File: config.mk
export PLATFORM = sky130hd
export DESIGN_NAME = matrix_pwm_drv
export DESIGN_NICKNAME = d
export VERILOG_FILES = /design/src/rtl/matrix_pkg.sv /design/src/rtl/matrix_dbuf.sv /design/src/rtl/matrix_pwm_drv.sv
export SDC_FILE = /design/constraint.sdc
export NUM_CORES = 1
export LEC_CHECK = 0
export CAP_MARGIN = 20
export CORE_MARGIN = 3
export CORE_UTILIZATION = 49
export DETAILED_ROUTE_END_ITERATION = 12
export PLACE_DENSITY_LB_ADDON = 0.25
export SYNTH_ARGS = -nofsm -noshare
export SYNTH_HDL_FRONTEND = slang
export SYNTH_SLANG_ARGS = --single-unit
File: constraint.sdc
create_clock -name CLK -period 7.8 [get_ports CLK]
set_input_delay 0.78 -clock CLK [delete_from_list [all_inputs] [get_ports CLK]]
set_output_delay 0.78 -clock CLK [all_outputs]
set_load 0.03 [all_outputs]
File: src/rtl/matrix_pkg.sv
// Shared constants and helpers for the row-scanned PWM matrix driver family.
// Top levels reuse the DEF_* values so that every instance agrees on the default geometry.
package matrix_pkg;

  localparam int unsigned DEF_ROWS     = 8;
  localparam int unsigned DEF_COLS     = 8;
  localparam int unsigned DEF_PWM_BITS = 4;
  localparam int unsigned DEF_PRESCALE = 65536;

  // Slot 0 of every row is dark so the row switch never ghosts into its neighbour.
  localparam int unsigned BLANK_SLOT = 0;

  function automatic int unsigned clog2(input int unsigned value);
    int unsigned result;
    result = 0;
    for (int i = 0; i < 32; i++) begin
      if ((32'd1 << i) < value) result = i + 1;
    end
    return result;
  endfunction

  // Highest intensity code, which is also the last PWM slot index.
  function automatic int unsigned max_level(input int unsigned pwm_bits);
    return (32'd1 << pwm_bits) - 1;
  endfunction

endpackage

File: src/rtl/matrix_dbuf.sv
// Double-buffered frame store: host writes land in the back bank, the scanner reads one row
// of the front bank combinationally, and a swap only flips the bank select.
module matrix_dbuf
  import matrix_pkg::*;
#(
  parameter  int unsigned ROWS     = DEF_ROWS,
  parameter  int unsigned COLS     = DEF_COLS,
  parameter  int unsigned PWM_BITS = DEF_PWM_BITS,
  localparam int unsigned DEPTH    = ROWS * COLS,
  localparam int unsigned AW       = clog2(DEPTH),
  localparam int unsigned RW       = clog2(ROWS)
) (
  input  logic                     clk,
  input  logic                     rst_n,
  input  logic                     wr_en_i,
  input  logic [AW-1:0]            wr_addr_i,
  input  logic [PWM_BITS-1:0]      wr_data_i,
  input  logic                     swap_i,
  input  logic [RW-1:0]            rd_row_i,
  output logic [COLS*PWM_BITS-1:0] rd_data_o
);

  logic                sel_q;
  logic [PWM_BITS-1:0] bank0_q [DEPTH];
  logic [PWM_BITS-1:0] bank1_q [DEPTH];
  logic                wr_ok;
  logic [AW-1:0]       rd_idx;

  assign wr_ok = wr_en_i && ({1'b0, wr_addr_i} < (AW+1)'(DEPTH));

  // NOTE: both banks are reset because a freshly reset display must show an all-dark frame;
  // this forces flip-flop storage instead of a RAM macro, acceptable at these matrix sizes.
  always_ff @(posedge clk or negedge rst_n) begin
    if (!rst_n) begin
      sel_q <= 1'b0;
      for (int i = 0; i < DEPTH; i++) begin
        bank0_q[i] <= '0;
        bank1_q[i] <= '0;
      end
    end else begin
      // NOTE: non-blocking assignments here let the write and the sel toggle sample the same
      // pre-edge sel_q, so a write on the swap cycle lands in the bank that becomes front.
      if (wr_ok) begin
        if (sel_q) bank0_q[wr_addr_i] <= wr_data_i;
        else       bank1_q[wr_addr_i] <= wr_data_i;
      end
      if (swap_i) sel_q <= ~sel_q;
    end
  end

  // NOTE: every variable gets a default at the top of always_comb so no path infers a latch.
  always_comb begin
    rd_data_o = '0;
    rd_idx    = '0;
    for (int c = 0; c < COLS; c++) begin
      rd_idx = AW'(int'(rd_row_i) * COLS + c);
      rd_data_o[c*PWM_BITS +: PWM_BITS] = sel_q ? bank1_q[rd_idx] : bank0_q[rd_idx];
    end
  end

endmodule

File: src/rtl/matrix_pwm_drv.sv
// Row-scanned LED matrix driver: prescaler, PWM slot and row counters, swap handshake and
// registered row/column drive, reading pixel intensities from the matrix_dbuf front bank.
module matrix_pwm_drv
  import matrix_pkg::*;
#(
  parameter  int unsigned ROWS           = DEF_ROWS,
  parameter  int unsigned COLS           = DEF_COLS,
  parameter  int unsigned PWM_BITS       = DEF_PWM_BITS,
  parameter  int unsigned PRESCALE       = DEF_PRESCALE,
  parameter  bit          ROW_ACTIVE_LOW = 1'b0,
  parameter  bit          COL_ACTIVE_LOW = 1'b0,
  localparam int unsigned AW             = clog2(ROWS * COLS)
) (
  input  logic                CLK,
  input  logic                nRST,
  input  logic                wr_en,
  input  logic [AW-1:0]       wr_addr,
  input  logic [PWM_BITS-1:0] wr_data,
  input  logic                swap_req,
  output logic                swap_ack,
  output logic                frame_start,
  output logic [ROWS-1:0]     rows,
  output logic [COLS-1:0]     columns
);

  localparam int unsigned         RW         = clog2(ROWS);
  localparam int unsigned         PS_W       = (PRESCALE > 1) ? clog2(PRESCALE) : 1;
  localparam logic [PS_W-1:0]     PS_LAST    = PS_W'(PRESCALE - 1);
  localparam logic [RW-1:0]       ROW_LAST   = RW'(ROWS - 1);
  localparam logic [PWM_BITS-1:0] SLOT_LAST  = PWM_BITS'(max_level(PWM_BITS));
  localparam logic [PWM_BITS-1:0] SLOT_BLANK = PWM_BITS'(BLANK_SLOT);
  localparam logic [ROWS-1:0]     ROW_MASK   = {ROWS{ROW_ACTIVE_LOW}};
  localparam logic [COLS-1:0]     COL_MASK   = {COLS{COL_ACTIVE_LOW}};

  logic [PS_W-1:0]          presc_q, presc_d;
  logic [PWM_BITS-1:0]      slot_q, slot_d;
  logic [RW-1:0]            row_q, row_d;
  logic                     pending_q, pending_d;
  logic [ROWS-1:0]          rows_q, rows_d;
  logic [COLS-1:0]          cols_q, cols_d;
  logic                     tick, boundary, do_swap;
  logic [ROWS-1:0]          row_on;
  logic [COLS-1:0]          col_on;
  logic [COLS*PWM_BITS-1:0] row_data;

  matrix_dbuf #(
    .ROWS     (ROWS),
    .COLS     (COLS),
    .PWM_BITS (PWM_BITS)
  ) u_dbuf (
    .clk       (CLK),
    .rst_n     (nRST),
    .wr_en_i   (wr_en),
    .wr_addr_i (wr_addr),
    .wr_data_i (wr_data),
    .swap_i    (do_swap),
    .rd_row_i  (row_q),
    .rd_data_o (row_data)
  );

  assign tick     = (presc_q == PS_LAST);
  assign boundary = tick && (row_q == ROW_LAST) && (slot_q == SLOT_LAST);
  // A request arriving on the boundary tick itself is folded in rather than deferred a frame.
  assign do_swap  = boundary && (pending_q || swap_req);

  // The pulses mark the boundary cycle itself, so they are decoded straight from the counters.
  assign swap_ack    = do_swap;
  assign frame_start = boundary;
  assign rows        = rows_q;
  assign columns     = cols_q;

  always_comb begin
    presc_d   = tick ? '0 : presc_q + 1'b1;
    slot_d    = slot_q;
    row_d     = row_q;
    pending_d = do_swap ? 1'b0 : (pending_q || swap_req);
    row_on    = '0;
    col_on    = '0;
    if (tick) begin
      slot_d = slot_q + 1'b1;
      if (slot_q == SLOT_LAST) row_d = (row_q == ROW_LAST) ? '0 : row_q + 1'b1;
    end
    if (slot_q != SLOT_BLANK) begin
      row_on[row_q] = 1'b1;
      for (int c = 0; c < COLS; c++) begin
        col_on[c] = (row_data[c*PWM_BITS +: PWM_BITS] >= slot_q);
      end
    end
    rows_d = row_on ^ ROW_MASK;
    cols_d = col_on ^ COL_MASK;
  end

  always_ff @(posedge CLK or negedge nRST) begin
    if (!nRST) begin
      presc_q   <= '0;
      slot_q    <= '0;
      row_q     <= '0;
      pending_q <= 1'b0;
      rows_q    <= ROW_MASK;
      cols_q    <= COL_MASK;
    end else begin
      presc_q   <= presc_d;
      slot_q    <= slot_d;
      row_q     <= row_d;
      pending_q <= pending_d;
      rows_q    <= rows_d;
      cols_q    <= cols_d;
    end
  end

endmodule

==> results of run 1 <==
## per-layer routing
layer	routed length (um)	part of all wire	up-vias
li1	-	-	7435
met1	31700	0.41	9241
met2	35200	0.46	809
met3	7000	0.091	213
met4	3230	0.042	0
met5	0	0	-
## worst reg2reg max path: stages, from the launching register on
cell	delay, ps
dfrtp_4	1020
buf_12	560
nor2b_2	1050
a221oi_1	180
or3_1	400
ha_1	270
nand2b_1	150
a21o_1	200
a21o_1	190
a21oi_1	140
nor2_1	50
## state kept, by name (all words and copies together), names as in the netlist, 3 cells and up
signal / cells
presc_q: 16
row_q: 3
slot_q: 4
u_dbuf.bank0_q: 256
columns: 8
u_dbuf.bank1_q: 256
rows: 8
## final cells by class
type	count	area, um2
fillers	4360	23900
well taps	688	861
flip-flops and latches	553	13900
multi-input cells	1347	11900
repair buffers	65	598
clock inverters	17	240
clock buffers	87	1710
inverters	9	33.8
## power by group through the flow
stage               logic (mW)  clock network [mW]  registers [mW]
detailed placement       0.411                   0            3.19
CTS                      0.412                2.89            3.14
floorplan                0.264                   0            3.15
global placement         0.399                   0            3.18
finish                   0.407                2.85            3.14
global route             0.446                3.01            3.16
## path summary, 6_finish.rpt
path / startpoint / cells past startpoint / slack, ps / to
setup / recovery: row_q[1] / 6 / 2850 / swap_ack
hold / removal: nRST / 1 / 200 / presc_q[7]
setup reg to reg: row_q[2] / 10 / 3470 / columns[1]
hold reg to reg: u_dbuf.bank1_q[35] / 1 / 490 / u_dbuf.bank1_q[35]
max in group asynchronous: nRST / 2 / 6010 / u_dbuf.bank0_q[172]
min in group CLK: u_dbuf.bank1_q[35] / 1 / 490 / u_dbuf.bank1_q[35]
## synthesized netlist by cell type (13+ instances only)
cell type    n  area (um2)
mux2_2     555        6250
dfrtp_1    553       13800
nor2_1     128         480
nand2_1    116         435
clkbuf_1    74         278
a21oi_1     59         295
mux2i_1     52         521
o21ai_0     43         215
a221oi_1    41         359
buf_2       38         190
ha_1        37         463
a22oi_1     25         188
mux4_2      22         495
nand2b_1    18         113
nand3_1     18        90.1
a221o_1     17         170
nor2_2      17         106
a21o_1      16         120
buf_6       16         180
a22o_1      13         114
## logic make-up after synthesis
family | count (synthesis) | share of synthesized area
AND/OR/NAND/NOR | 372 | 0.0677
multiplexers | 643 | 0.280
buffers and inverters | 155 | 0.0319
XOR/XNOR | 18 | 0.00594
adder cells (fa/ha/maj) | 37 | 0.0174
flip-flops | 553 | 0.521
AO/OA/AOI/OAI | 277 | 0.0760
==> results.py, run 1 <==
metrics = {
    "status": {
        "status": "complete, no violations",
    },
    "clock_network": {
        "cts_resized": 0,
        "root_buffer": "clkbuf_16",
        "clkSlewWorstSetupHoldPaths_ps": 60,
        "cts_hold_buf": 0,
        "cts.sinks": 553,
        "numCtsBuffers": 57,
        "clockBufferDepth": 3,
        "post_cts_buffers": 0,
        "clock_latency_ps": 640,
        "cts_tree": "done",
        "cts_max_level": 2,
    },
    "logic_synthesis": {
        "synthFlopType": "dfrtp_1",
        "netlist_instances": 2055,
        "synth_area_um2": 26600,
        "ys_seq_elements": 553,
        "avgSynthCellArea_um2": 12.9,
        "ys_warn_count": 0,
        "ys_types": 77,
        "synth_fp_nets": 2106,
        "synth_edf_count": 0,
        "yosysSeqAreaShare": 0.521,
        "synth_async_sr_flop_share": 1.00,
    },
    "grt": {
        "grt_most_used_layer": "met2",
        "grt_max_degree": 148,
        "grt_pass1_vias": 18420,
        "grt_pass1_wl_mm": 117,
        "gr-usage-met2": 0.421,
        "grtUsageTotal": 0.272,
        "antenna_found_initial": 1,
        "grtUsageMet3": 0.0741,
        "use_met1": 0.368,
        "grt-ovfl-total": 0,
    },
    "timing": {
        "final.setup.worst_slack_ps": 2850,
        "finalCriticalPeriod_ps": 4950,
        "tns_ps": 0,
        "timing.final.crit_share": 0.634,
        "hold_viol": 0,
        "finalSetupViolations": 0,
        "max_freq_mhz": 202,
        "tightest_slew_ps": 1130,
        "slew_headroom": 0.245,
        "timing.hold.ws_ps": 204,
        "rsz0062_at_grt": "no",
        "fin_skew_ps": 22.8,
        "final_max_slew_viol_count": 0,
    },
    "die": {
        "die-height_um": 239,
        "initial_utilization": 0.500,
        "io_pins": 32,
        "rows": 84,
        "die_w_um": 239,
        "fp.coreArea_um2": 53100,
        "dieArea_um2": 57000,
    },
    "route": {
        "drt_wl_total_mm": 77.1,
        "wl_per_cell_um": 27.9,
        "dr.pass1.iters": 7,
        "ant_nets": 0,
        "dr_total_vias": 17698,
        "vias_per_cell": 6.40,
        "drcViolationCount": 0,
        "first_iter_violations": 1795,
    },
    "placed_design": {
        "dp_cells": 2662,
        "placement.io_buffers": 31,
        "dp_hpwl_mm": 47.8,
        "gp_congestion": 0.904,
        "dpl_cell_area_um2": 27200,
        "pre_cts_slack_ps": 3500,
    },
    "cells_and_area": {
        "final_common_cell": "mux2_2",
        "instances_no_fill": 2766,
        "drive_gt1_frac": 0.364,
        "area_growth_pct": 9.85,
        "final_cell_mix": "mux2_2 (555), dfrtp_1 (549), nor2_1 (128), nand2_1 (116), a21oi_1 (59)",
        "nets": 2084,
        "antenna-diode-count": 0,
        "final_util": 0.550,
        "fin_area_um2": 29200,
    },
    "power_and_ir_drop": {
        "p_int_mw": 4.90,
        "netSwitchingPower_mw": 1.49,
        "switching_share": 0.233,
        "leakagePower_nw": 13.4,
        "seq_power_share": 0.491,
        "max-vdd-ir-drop_uv": 191,
        "power_mw": 6.39,
        "power.density_nw_per_um2": 219,
        "p_clk_frac": 0.445,
        "combinationalPowerShare": 0.064,
    },
    "setup_path": {
        "crit_fanout": 56,
        "slowest_stage": "buf_4",
        "crit_family": "buffers and inverters",
        "path_buf_inv": 3,
        "crit_path_end_kind": "output port",
        "crit_path_max_incr_delay_ps": 780,
        "cp.arrival_ps": 4170,
        "crit_required_ps": 7020,
        "path_cells": "buf_4, buf_4, ha_1, ha_1, and3b_1, clkdlybuf4s50_1",
        "crit_type": "reg -> out",
        "start_kind": "register",
    },
    "hold_path": {
        "holdCritPathClass": "in -> async",
    },
    "job": {
        "drv_cap": 0,
    },
}
(Power assumes the default switching activity.)
==> run 2: changes to the inputs <==
==> constraint.sdc (replaced) <==
create_clock -name CLK -period 4.5 [get_ports CLK]
set_input_delay 0.45 -clock CLK [delete_from_list [all_inputs] [get_ports CLK]]
set_output_delay 0.45 -clock CLK [all_outputs]
set_load 0.03 [all_outputs]
==> run 2 against run 1 <==
Critical path depth shrank 1. Die area unchanged. Sequential cell count unchanged. Combinational power is 74% higher. Wire length shrank 2.1%. Core utilization up 0.64 points. Setup slack worse by 2100 ps. Critical endpoint unchanged.
==> results.py, run 2 (synthesis gave the netlist of run 1 again) <==
metrics = {
    "hold_path": {
        "holdCritPathClass": "in -> async",
    },
    "die": {
        "fp.coreArea_um2": 53100,
        "initial_utilization": 0.500,
        "die-height_um": 239,
        "die_w_um": 239,
        "rows": 84,
        "dieArea_um2": 57000,
        "io_pins": 32,
    },
    "cells_and_area": {
        "area_growth_pct": 11.1,
        "reg.largest.list": "u_dbuf.bank0_q (256), u_dbuf.bank1_q (256), presc_q (16)",
        "nets": 2100,
        "antenna-diode-count": 0,
        "final_common_cell": "mux2_2",
        "final_cell_mix": "mux2_2 (555), dfrtp_1 (549), nor2_1 (128), nand2_1 (116)",
        "final_util": 0.556,
        "drive_gt1_frac": 0.370,
    },
    "grt": {
        "grt-ovfl-total": 0,
        "grt_max_degree": 122,
        "grt_pass1_vias": 18359,
        "grtUsageTotal": 0.266,
        "antenna_found_initial": 1,
        "grt_pass1_wl_mm": 115,
    },
    "route": {
        "dr.pass1.iters": 5,
        "drt_wl_total_mm": 75.5,
        "vias_per_cell": 6.28,
        "first_iter_violations": 1663,
        "drcViolationCount": 0,
        "dr_total_vias": 17500,
        "wl_per_cell_um": 27.1,
        "ant_nets": 0,
    },
    "timing": {
        "slew_headroom": 0.265,
        "max_freq_mhz": 267,
        "timing.hold.ws_ps": 418,
        "fin_skew_ps": 30.3,
        "tightest_slew_ps": 1100,
        "tns_ps": 0,
        "final_max_slew_viol_count": 0,
        "timing.final.crit_share": 0.832,
        "finalSetupViolations": 0,
        "hold_viol": 0,
        "rsz0062_at_grt": "no",
        "finalCriticalPeriod_ps": 3740,
    },
    "power_and_ir_drop": {
        "leakagePower_nw": 13.6,
        "p_int_mw": 8.85,
        "power.density_nw_per_um2": 387,
        "combinationalPowerShare": 0.062,
        "max-vdd-ir-drop_uv": 269,
        "switching_share": 0.225,
        "p_clk_frac": 0.461,
        "seq_power_share": 0.477,
        "netSwitchingPower_mw": 2.57,
    },
    "setup_path": {
        "crit_path_end_kind": "output port",
        "slowest_stage": "dfrtp_4",
        "path_buf_inv": 2,
        "rrSetupSlack_ps": 830,
        "crit_family": "buffers and inverters",
        "worstReg2RegStart": "row_q[0]",
        "r2r_cells": 13,
        "crit_type": "reg -> out",
        "crit_path_max_incr_delay_ps": 740,
        "crit_fanout": 31,
        "start_kind": "register",
        "r2r-end": "columns[5]",
        "path_cells": "buf_4, ha_1, ha_1, and3b_1, clkdlybuf4s50_1",
        "cp_common_cell": "ha_1",
        "crit_required_ps": 4050,
        "worst-path-stages": 5,
        "cp.arrival_ps": 3290,
    },
    "job": {
        "drv_cap": 0,
    },
    "status": {
        "status": "complete, no violations",
    },
    "placed_design": {
        "placement.io_buffers": 31,
        "dp_hpwl_mm": 48.6,
        "gp_congestion": 0.895,
    },
    "clock_network": {
        "cts_tree": "done",
        "clock_latency_ps": 620,
        "clockBufferDepth": 3,
        "root_buffer": "clkbuf_16",
        "post_cts_buffers": 0,
        "clkSlewWorstSetupHoldPaths_ps": 60,
        "numCtsBuffers": 58,
        "cts_max_level": 2,
        "cts.sinks": 553,
    },
}
[run 2: worst max-delay path by stage]
stage,start,to,slack [ps]
5_1_grt,row_q[1],swap_ack,650
2_1_floorplan,row_q[1],columns[2],1900
3_5_place_dp,row_q[0],columns[5],960
4_1_cts,row_q[0],swap_ack,760
3_3_place_gp,row_q[0],columns[5],940
6_report,row_q[0],swap_ack,760
[run 2: layout make-up]
type	instances	area, um2
clock buffers	84	1700
fillers	4358	23600
clock inverters	24	404
well taps	688	861
flip-flops and latches	553	13900
repair buffers	80	788
multi-input cells	1347	11900
inverters	9	33.8
[run 2: per-layer routing]
metal  global-route usage  up-vias  part of all wire
li1                     -     7473                 -
met1                0.362     9133              0.42
met2                0.424      703              0.46
met3               0.0503      189             0.072
met4                0.108        2             0.044
met5                    0        -           0.00016
[run 2: what timing repair did]
action | in CTS | in global routing
gates resized for setup | 0 | 0
hold buffers | 1 | 0
hold endpoints to repair | 86 | 0
[run 2: power groups by stage]
stage	sequential (mW)	combinational [mW]	clock (mW)
floorplan	5.46	0.458	0
global placement	5.51	0.694	0
detailed placement	5.53	0.714	0
CTS	5.44	0.718	5.34
global route	5.47	0.778	5.56
finish	5.44	0.710	5.27
[run 2: through the flow]
| stage | worst slack, ps | area (um2) | std cells | total power, mW |
|---|---|---|---|---|
| after floorplan | 1900 | 26600 | 2055 | 5.92 |
| after global placement | 938 | 27400 | 2676 | 6.21 |
| after detailed placement | 958 | 27400 | 2676 | 6.24 |
| after CTS | 761 | 29500 | 2785 | 11.5 |
| after global routing | 654 | 29500 | 2785 | 11.8 |
| final | 757 | 29500 | 2785 | 11.4 |
==> run 3: changes to the inputs <==
==> constraint.sdc (replaced) <==
create_clock -name CLK -period 3.7 [get_ports CLK]
set_input_delay 0.37 -clock CLK [delete_from_list [all_inputs] [get_ports CLK]]
set_output_delay 0.37 -clock CLK [all_outputs]
set_load 0.03 [all_outputs]
==> run 3 against run 2 <==
Power grew 17%. Core utilization grew 0.34 points. Die area is the same. Count of clock-buffer cells in the layout grew 11. Largest cell class unchanged. Register-to-register slack lost 590 ps. Wire length grew 2.7%. Setup slack lost 660 ps. Combinational power grew 23%. Global-route usage grew 0.72 points. Worst hold slack lost 90 ps.
==> results.py, run 3 (synthesis gave the netlist of run 1 again) <==
metrics = {
    "status": {
        "status": "complete, no violations",
    },
    "route": {
        "wl_per_cell_um": 27.5,
        "drcViolationCount": 0,
        "dr.pass1.iters": 5,
        "vias_per_cell": 6.38,
        "dr_total_vias": 18010,
        "first_iter_violations": 1795,
        "ant_nets": 0,
        "drt_wl_total_mm": 77.6,
    },
    "timing": {
        "finalSetupViolations": 0,
        "tightest_slew_ps": 1030,
        "max_freq_mhz": 278,
        "final_max_slew_viol_count": 0,
        "hold_viol": 0,
        "finalCriticalPeriod_ps": 3600,
        "tns_ps": 0,
        "slew_headroom": 0.314,
        "fin_skew_ps": 17.1,
        "rsz0062_at_grt": "no",
        "timing.hold.ws_ps": 328,
        "timing.final.crit_share": 0.973,
    },
    "cells_and_area": {
        "fin_area_um2": 29700,
        "final_cell_mix": "mux2_2 (555), dfrtp_1 (549), nor2_1 (128), nand2_1 (116), buf_4 (76)",
        "reg.largest.list": "u_dbuf.bank0_q (256), u_dbuf.bank1_q (256), presc_q (16)",
        "antenna-diode-count": 0,
        "drive_gt1_frac": 0.377,
        "nets": 2140,
        "area_growth_pct": 11.8,
        "final_common_cell": "mux2_2",
    },
    "grt": {
        "grtUsageTotal": 0.273,
        "antenna_found_initial": 1,
        "grt_pass1_wl_mm": 118,
        "grt_max_degree": 124,
        "grt_pass1_vias": 18454,
        "grt-ovfl-total": 0,
    },
    "clock_network": {
        "clock_latency_ps": 630,
        "cts_max_level": 2,
        "cts.sinks": 553,
        "numCtsBuffers": 58,
        "clkSlewWorstSetupHoldPaths_ps": 60,
        "root_buffer": "clkbuf_16",
        "cts_tree": "done",
        "clockBufferDepth": 3,
    },
    "setup_path": {
        "slowest_stage": "clkdlybuf4s50_1",
        "start_kind": "register",
        "cp_common_cell": "ha_1",
        "crit_path_end_kind": "output port",
        "crit_required_ps": 3330,
        "cp.arrival_ps": 3230,
        "path_buf_inv": 3,
        "crit_fanout": 18,
        "crit_type": "reg -> out",
        "crit_family": "buffers and inverters",
        "crit_path_max_incr_delay_ps": 690,
        "path_cells": "buf_12, buf_4, ha_1, ha_1, and3b_1, clkdlybuf4s50_1",
    },
    "placed_design": {
        "placement.io_buffers": 31,
        "dp_hpwl_mm": 50.5,
        "dpl_cell_area_um2": 27800,
        "gp_congestion": 0.922,
    },
    "power_and_ir_drop": {
        "power_mw": 13.3,
        "leakagePower_nw": 13.7,
        "max-vdd-ir-drop_uv": 350,
        "power.density_nw_per_um2": 450,
    },
    "die": {
        "die_w_um": 239,
        "dieArea_um2": 57000,
        "io_pins": 32,
        "fp.coreArea_um2": 53100,
        "die-height_um": 239,
        "rows": 84,
        "initial_utilization": 0.500,
    },
    "hold_path": {
        "holdCritPathClass": "in -> async",
    },
    "job": {
        "drv_cap": 0,
    },
}
run 3: cell types whose count changed in the layout (fill, tap and decap cells not counted), sizes merged:
cell | before | now
inv | 10 | 11
bufinv | 11 | 3
clkinv | 10 | 7
clkbuf | 84 | 95
clkinvlp | 2 | 0
buf | 53 | 93
run 3: repair_timing:
item | 4_1_cts | 5_1_grt
endpoints found under the hold margin | 63 | 0
gates resized for setup | 0 | 0
setup endpoints to repair | 0 | 1
hold buffers | 1 | 0
setup buffers | 0 | 1
run 3: worst reg2reg max path: cells and delay by family (launching register included):
family	cells	cell delay, ps
AOI/OAI and AO/OA	5	1590
and+or+nand+nor	4	810
DFF	1	700
adders and majority gates	1	220
run 3: path summary, 6_finish.rpt:
kind | startpoint | depth (start not counted) | slack [ps] | endpoint
max | row_q[1] | 6 | 100 | swap_ack
min | nRST | 2 | 330 | presc_q[7]
max reg2reg | row_q[2] | 10 | 240 | columns[1]
min reg2reg | pending_q | 2 | 480 | pending_q
max in group asynchronous | nRST | 4 | 2210 | u_dbuf.bank1_q[121]
min in group CLK | wr_data[0] | 2 | 340 | u_dbuf.bank0_q[92]
run 3: per-stage QoR:
stage | instances | utilization | setup WS (ps)
4_1_cts | 2823 | 0.559 | 27.7
2_1_floorplan | 2055 | - | 1100
3_5_place_dp | 2715 | 0.523 | 358
6_report | 2824 | 0.559 | 101
5_1_grt | 2824 | 0.559 | 72.5
3_3_place_gp | 2715 | 0.523 | 357
run 3: final cells by class:
| type | count | area [um2] |
|---|---|---|
| Clock buffer | 95 | 1750 |
| Fill cell | 4362 | 23400 |
| Inverter | 9 | 33.8 |
| Tap cell | 688 | 861 |
| Clock inverter | 12 | 154 |
| Multi-Input combinational cell | 1347 | 11900 |
| Sequential cell | 553 | 13900 |
| Timing Repair Buffer | 120 | 1170 |
run 3: power breakdown:
part           internal (mW)  total [mW]  switching [mW]
Clock                   3.42        5.85            2.43
Sequential              6.41        6.62           0.207
Combinational          0.412       0.876           0.464
Total                   10.2        13.3            3.10
run 3: routing by layer:
layer / up-vias / global-route usage / wire, um / share of wire
met1: 9500 / 0.390 / 33700 / 0.43
met2: 759 / 0.422 / 35500 / 0.46
met5: - / 0 / 0 / 0
li1: 7568 / - / - / -
met4: 0 / 0.104 / 3070 / 0.040
met3: 183 / 0.0461 / 5360 / 0.069
